### src/rtl/seq_mult_pkg.sv
// Shared definitions for the sequential shift-and-add multiplier controller.
package seq_mult_pkg;

    localparam int MULT_WIDTH = 8;
    localparam int CNT_W      = $clog2(MULT_WIDTH) + 1;

    typedef enum logic [1:0] {
        IDLE = 2'd0,
        CALC = 2'd1,
        DONE = 2'd2
    } state_e;

endpackage

### src/rtl/seq_mult_ctrl.sv
// Unsigned 8x8->16 shift-and-add multiply controller that time-shares an
// external 8-bit adder: one partial product per CALC cycle.
module seq_mult_ctrl
    import seq_mult_pkg::*;
#(
    parameter int WIDTH = MULT_WIDTH
) (
    input  logic                 clk,
    input  logic                 rst,
    input  logic                 start,
    input  logic [WIDTH-1:0]     num1,
    input  logic [WIDTH-1:0]     num2,
    output logic [WIDTH-1:0]     add_a,
    output logic [WIDTH-1:0]     add_b,
    input  logic [WIDTH-1:0]     add_sum,
    input  logic                 add_cout,
    output logic                 busy,
    output logic                 done,
    output logic [2*WIDTH-1:0]   product
);

    localparam logic [CNT_W-1:0] LAST_CNT = CNT_W'(WIDTH - 1);

    state_e               state_q, state_d;
    logic [WIDTH-1:0]     m_q, m_d;
    logic [WIDTH-1:0]     q_q, q_d;
    logic [WIDTH-1:0]     p_hi_q, p_hi_d;
    logic [CNT_W-1:0]     cnt_q, cnt_d;
    logic [2*WIDTH-1:0]   product_q, product_d;
    logic [WIDTH-1:0]     add_a_s, add_b_s;

    // State and datapath registers with synchronous reset.
    always_ff @(posedge clk) begin
        if (rst) begin
            state_q   <= IDLE;
            m_q       <= '0;
            q_q       <= '0;
            p_hi_q    <= '0;
            cnt_q     <= '0;
            product_q <= '0;
        end else begin
            state_q   <= state_d;
            m_q       <= m_d;
            q_q       <= q_d;
            p_hi_q    <= p_hi_d;
            cnt_q     <= cnt_d;
            product_q <= product_d;
        end
    end

    // Next-state, datapath update and adder operand selection.
    always_comb begin
        state_d   = state_q;
        m_d       = m_q;
        q_d       = q_q;
        p_hi_d    = p_hi_q;
        cnt_d     = cnt_q;
        product_d = product_q;
        add_a_s   = {WIDTH{1'b0}};
        add_b_s   = {WIDTH{1'b0}};
        case (state_q)
            IDLE: begin
                if (start) begin
                    m_d     = num1;
                    q_d     = num2;
                    p_hi_d  = {WIDTH{1'b0}};
                    cnt_d   = {CNT_W{1'b0}};
                    state_d = CALC;
                end else begin
                    state_d = IDLE;
                end
            end
            CALC: begin
                add_a_s = p_hi_q;
                add_b_s = q_q[0] ? m_q : {WIDTH{1'b0}};
                // Carry enters the top of P_hi; the sum LSB moves into Q as Q retires a bit.
                p_hi_d  = {add_cout, add_sum[WIDTH-1:1]};
                q_d     = {add_sum[0], q_q[WIDTH-1:1]};
                cnt_d   = cnt_q + CNT_W'(1);
                if (cnt_q == LAST_CNT) begin
                    product_d = {p_hi_d, q_d};
                    state_d   = DONE;
                end else begin
                    state_d   = CALC;
                end
            end
            DONE: begin
                state_d = IDLE;
            end
            default: begin
                state_d = IDLE;
            end
        endcase
    end

    assign add_a   = add_a_s;
    assign add_b   = add_b_s;
    assign busy    = (state_q != IDLE);
    assign done    = (state_q == DONE);
    assign product = product_q;

endmodule
### config.mk
export PLATFORM = sky130hd
export DESIGN_NAME = seq_mult_ctrl
export DESIGN_NICKNAME = d
export VERILOG_FILES = /design/src/rtl/seq_mult_pkg.sv /design/src/rtl/seq_mult_ctrl.sv
export SDC_FILE = /design/constraint.sdc
export NUM_CORES = 1
export LEC_CHECK = 0
export CAP_MARGIN = 0
export CORE_ASPECT_RATIO = 0.6
export CORE_MARGIN = 2
export CORE_UTILIZATION = 48
export DETAILED_ROUTE_END_ITERATION = 8
export GPL_TIMING_DRIVEN = 0
export PLACE_DENSITY = 0.94
export SLEW_MARGIN = 20
export SYNTH_ARGS = -nofsm -noshare
export SYNTH_HDL_FRONTEND = slang
export SYNTH_SLANG_ARGS = --single-unit
### constraint.sdc
create_clock -name clk -period 2.57 [get_ports clk]
set_clock_uncertainty 0.05 [all_clocks]
set_input_delay 0.771 -clock clk [delete_from_list [all_inputs] [get_ports clk]]
set_output_delay 0.771 -clock clk [all_outputs]
set_load 0.05 [all_outputs]
# After elaboration in Yosys (flattened, before gate mapping)
# Cells that the tools add are included.
[word_totals]
ff_bits = 46
latchBits = 0
ramBits = 0
romBits = 0
in_bits = 28
word_cells = 29
n_memories = 0
[classes]
n_addsub = 1
multipliers = 0
div_mod_pow = 0
n_lt_le_gt_ge = 0
n_eq_ne = 4
shifts = 0
muxes = 12
bitwise = 0
n_reduce_logical = 6
[ops]
columns = ["op", "count"]
rows = [
  ["8-bit two-way mux", 5],
  ["8-bit case mux with 2 select lines", 2],
  ["4-bit case mux with 2 select lines", 1],
  ["2-bit AND reduction", 3],
  ["4-bit by 1-bit adder with 4-bit output (second input constant)", 1],
  ["4-bit by 3-bit equality test with 1-bit output (second input constant)", 1],
  ["4-bit two-way mux", 1],
  ["2-bit case mux with 2 select lines", 1],
  ["2-bit nonzero test", 2],
  ["2-bit by 1-bit equality test with 1-bit output (second input constant)", 1],
  ["2-bit equality test (second input constant)", 1],
  ["2-bit logical NOT", 1],
  ["2-bit two-way mux", 1],
  ["2-bit inequality test (second input constant)", 1],
  ["1-bit two-way mux", 1],
]

# Depth between registers and ports, before layout
[logic_depth]
ltp_word = 3
ltp_mapped = 6
mapped_depth_nobuf = 4

# Worst setup path before layout
# No wires, ideal clock.
[synth_path]
kind = "flip-flop to output port"
start = "reg state_q[0]"
end = "out add_b[5]"
arrival_time_ns = 1.342
t_required_ns = 1.749
setup_slack_ns = 0.407
stages_incl_launch_ff = 5
path_buffers = 2
path_cell_list = "dfxtp_1 nor2b_1 buf_4 buf_2 and3_1"
[synth_between]
elab_chain_cells = 2
[synth_rtl]
columns = ["element", "line", "source"]
rows = [
  ["from (decl)", "seq_mult_ctrl.sv:24", "state_e state_q, state_d;"],
  ["from (signal assigned)", "seq_mult_ctrl.sv:42", "state_q <= state_d;"],
  ["2-bit by 1-bit equality test with 1-bit output", "seq_mult_ctrl.sv:61", "case (state_q)"],
  ["8-bit two-way mux", "seq_mult_ctrl.sv:61", ""],
  ["to (decl)", "seq_mult_ctrl.sv:14", "output logic [WIDTH-1:0] add_b,"],
]
# No other way between the ends.

# Worst setup path in the final report
[layout_path]
start = "reg state_q[1]"
end = "out done"
[layout_between]
elab_chain_cells = 1
[layout_rtl]
columns = ["element", "line", "source"]
rows = [
  ["2-bit equality test", "seq_mult_ctrl.sv:99", "assign done = (state_q == DONE);"],
  ["to (decl)", "seq_mult_ctrl.sv:18", "output logic done,"],
]
# No other way between the ends.

==> flow_summary_export.csv <==
group,metric,value,unit
synth,synth_edf_count,0,
synth,ys_top_cells_by_area,"dfxtp_1 49%, nand2_1 8.3%, a22o_1 7.5%, a21oi_1 5.1%, buf_6 4.2%",
critical_path,startpoint_type,"flip-flop",
synth,yosysSeqAreaShare,49.5,%
grt,grt_pass1_wl,7.47,mm
critical_path,critical_path_class,"reg -> out",
floorplan,ios,62,
grt,grt.total_usage,22.3,%
final_layout,mostFrequentLayoutCells,"45 x dfxtp_1, 45 x clkdlybuf4s50_1, 41 x nand2_1, 19 x a21oi_1",
detailed_routing,wl_met2,2.02,mm
floorplan,core.rowCount,17,
synth,synth.top_cell.area_share,49.5,%
critical_path,crit_required,1.75,ns
synth,synth_nets,229,
detailed_routing,vias,1706,
synth,synthCells,200,
detailed_routing,top_layer_used,"met4",
synth,yosysTopAreaCell,"dfxtp_1",
synth,async_flop_share,0,%
grt,antenna_found_initial,0,
sta,slew_headroom,60.8,%
sta,max_freq,0.397,GHz
critical_path,critical_path.max_stage_delay,0.81,ns
floorplan,dieWidth,84.4,µm
clock_network,cts_hold_buf,0,
final_layout,num-fill-cells,308,
critical_path,critPathMaxFanout,7,
sta,hold_violations,0,
grt,grt_pass1_vias,1539,
detailed_routing,drc,0,
pwr,vdd_drop_max,0.367,mV
detailed_routing,vias_per_cell,5.42,
final_layout,final_cells,315,
sta,rsz0062_at_grt,"false",
detailed_routing,drt_first_pass_iters,4,
clock_network,post_cts_buffers,0,
sta,worstMarginPinSlew,0.586,ns
floorplan,initial_core_util,50.3,%
synth,synth_ff_type,"dfxtp_1",
run,max-cap-violations,0,
critical_path,critPathCaptureType,"output pin",
final_layout,insertedDiodeCount,0,
synth,avgSynthCellArea,9.30,µm²
clock_network,h-tree-depth,2,
sta,slew_viol_final,0,
critical_path,crit_chain,"and2b_1 -> clkdlybuf4s50_1",
pwr,power_density,586,mW/mm²
critical_path,r2r_slack,0.93,ns
detailed_routing,drt-total-wl,4.78,mm
critical_path,crit_buf_inv,1,
floorplan,die_y,52.2,µm
clock_network,cts_tree,"done",
placement,dp.cells,308,
clock_network,clock_latency,0.29,ns
grt,grt_max_degree,14,
clock_network,cts_buffers,5,
sta,setup_viol,0,
grt,grt_remaining_overflow,0,
run_status,status,"finished, final reports clean",
synth,synth_area,0.00186,mm²
final_layout,multi_input_area,812,µm²
sta,finalCritPeriodShare,97.9,%
placement,dpl.hpwl,3.33,mm
clock_network,cts_buffer_depth,2,
min_path,hold_class,"reg -> reg",
detailed_routing,wl_per_cell,15.2,µm
detailed_routing,final_antenna_net_count,0,
clock_network,clockRootBuffer,"clkbuf_8",
detailed_routing,wl_met1,2.22,mm
critical_path,critPathArrivalTime,1.70,ns
sta,hold_ws,0.405,ns
clock_network,clock-sinks,46,
sta,fin_crit,2.52,ns
synth,synth_seq_cells,46,
detailed_routing,drt_iter0_drc,68,
clock_network,cts.clk_slew.worst_paths,0.08,ns
synth,yosysUniqueCellTypes,31,
final_layout,nNetsFinal,297,
synth,synth_warnings,0,
critical_path,slowest_stage,"clkdlybuf4s50_1",
final_layout,seqCellArea,922,µm²
final_layout,drive_above_1_share,16.4,%
floorplan,core_area,0.00370,mm²
floorplan,die-area,0.00441,mm²
pwr,power.leakage,1.08,nW
detailed_routing,met3_length,489,µm
clock_network,cts_resized,63,
placement,portBuffers,61,
final_layout,area_growth,38.2,%
critical_path,cp_top_family,"buffers and inverters",
placement,place.gp.congestion,0.830,
## Yosys cell counts, types with 2 or more instances
master	n
buf_6	7
a22o_1	16
clkbuf_1	3
nand3_1	11
a311oi_2	2
a21oi_1	19
buf_2	3
nor2_1	10
a311oi_1	6
dfxtp_1	46
buf_4	3
and3_1	8
nand2_1	41
and2_1	8
## area by class of cell
type	instances	share of cell area, %
Multi-Input combinational cell	138	31.6
Clock buffer	6	3.21
Sequential cell	46	35.9
Buffer	16	5.06
Tap cell	47	2.29
Clock inverter	1	1.17
Timing Repair Buffer	61	20.8
## worst register-to-register path, delay by kind of cell, from the launching register on
kind	cells	cell delay, ns
buffers and inverters	1	0.21
AND/OR/NAND/NOR	2	0.58
AO/OA/AOI/OAI	1	0.14
adder cells (fa/ha/maj)	1	0.22
flip-flops	1	0.38
## report_power, final
group	switching [mW]	internal (mW)	leakage, nW
Clock	0.228	0.311	0.0573
Sequential	0.0224	0.742	0.375
Combinational	0.109	0.0948	0.646
## state kept, by name, indices dropped and copies added, names as in the netlist
register / cells
cnt_q: 4
product: 16
q_q: 8
m_q: 8
state_q: 2
p_hi_q: 8
## metal layers
layer  track usage (%)  vias to the layer above
met3              7.87                        6
met2              34.9                       71
li1                  -                      838
met5                 0                        -
met1              30.0                      791
met4              5.56                        0
## path summary, 6_finish.rpt
path         cells after the start                  start                       end
min                              2    m_q[1]$_SDFFE_PP0P_       m_q[1]$_SDFFE_PP0P_
min reg2reg                      2    m_q[1]$_SDFFE_PP0P_       m_q[1]$_SDFFE_PP0P_
max reg2reg                      5  cnt_q[0]$_SDFFE_PP0P_  product[14]$_SDFFE_PP0P_
max                              2  state_q[1]$_SDFF_PP0_                      done
## stage by stage
step	power, mW	util, %	setup TNS, ns	worst slack [ns]	instance area (µm²)
6_report	1.51	69.5	0	0.0533	2570
5_1_grt	1.57	69.5	0	0.00107	2570
4_1_cts	1.51	70.9	0	0.000195	2620
3_5_place_dp	0.985	68.4	-2.81	-0.252	2530
3_3_place_gp	0.978	68.4	-2.30	-0.209	2530
2_1_floorplan	0.898	-	0	0.407	1860
## cell families after synthesis
| family | Yosys count | synth area share [%] |
|---|---|---|
| adders and majority gates | 1 | 0.672 |
| DFF | 46 | 49.5 |
| AOI/OAI and AO/OA | 48 | 19.4 |
| and+or+nand+nor | 89 | 23.5 |
| buffers and inverters | 16 | 6.86 |
(Power assumes the default switching activity.)
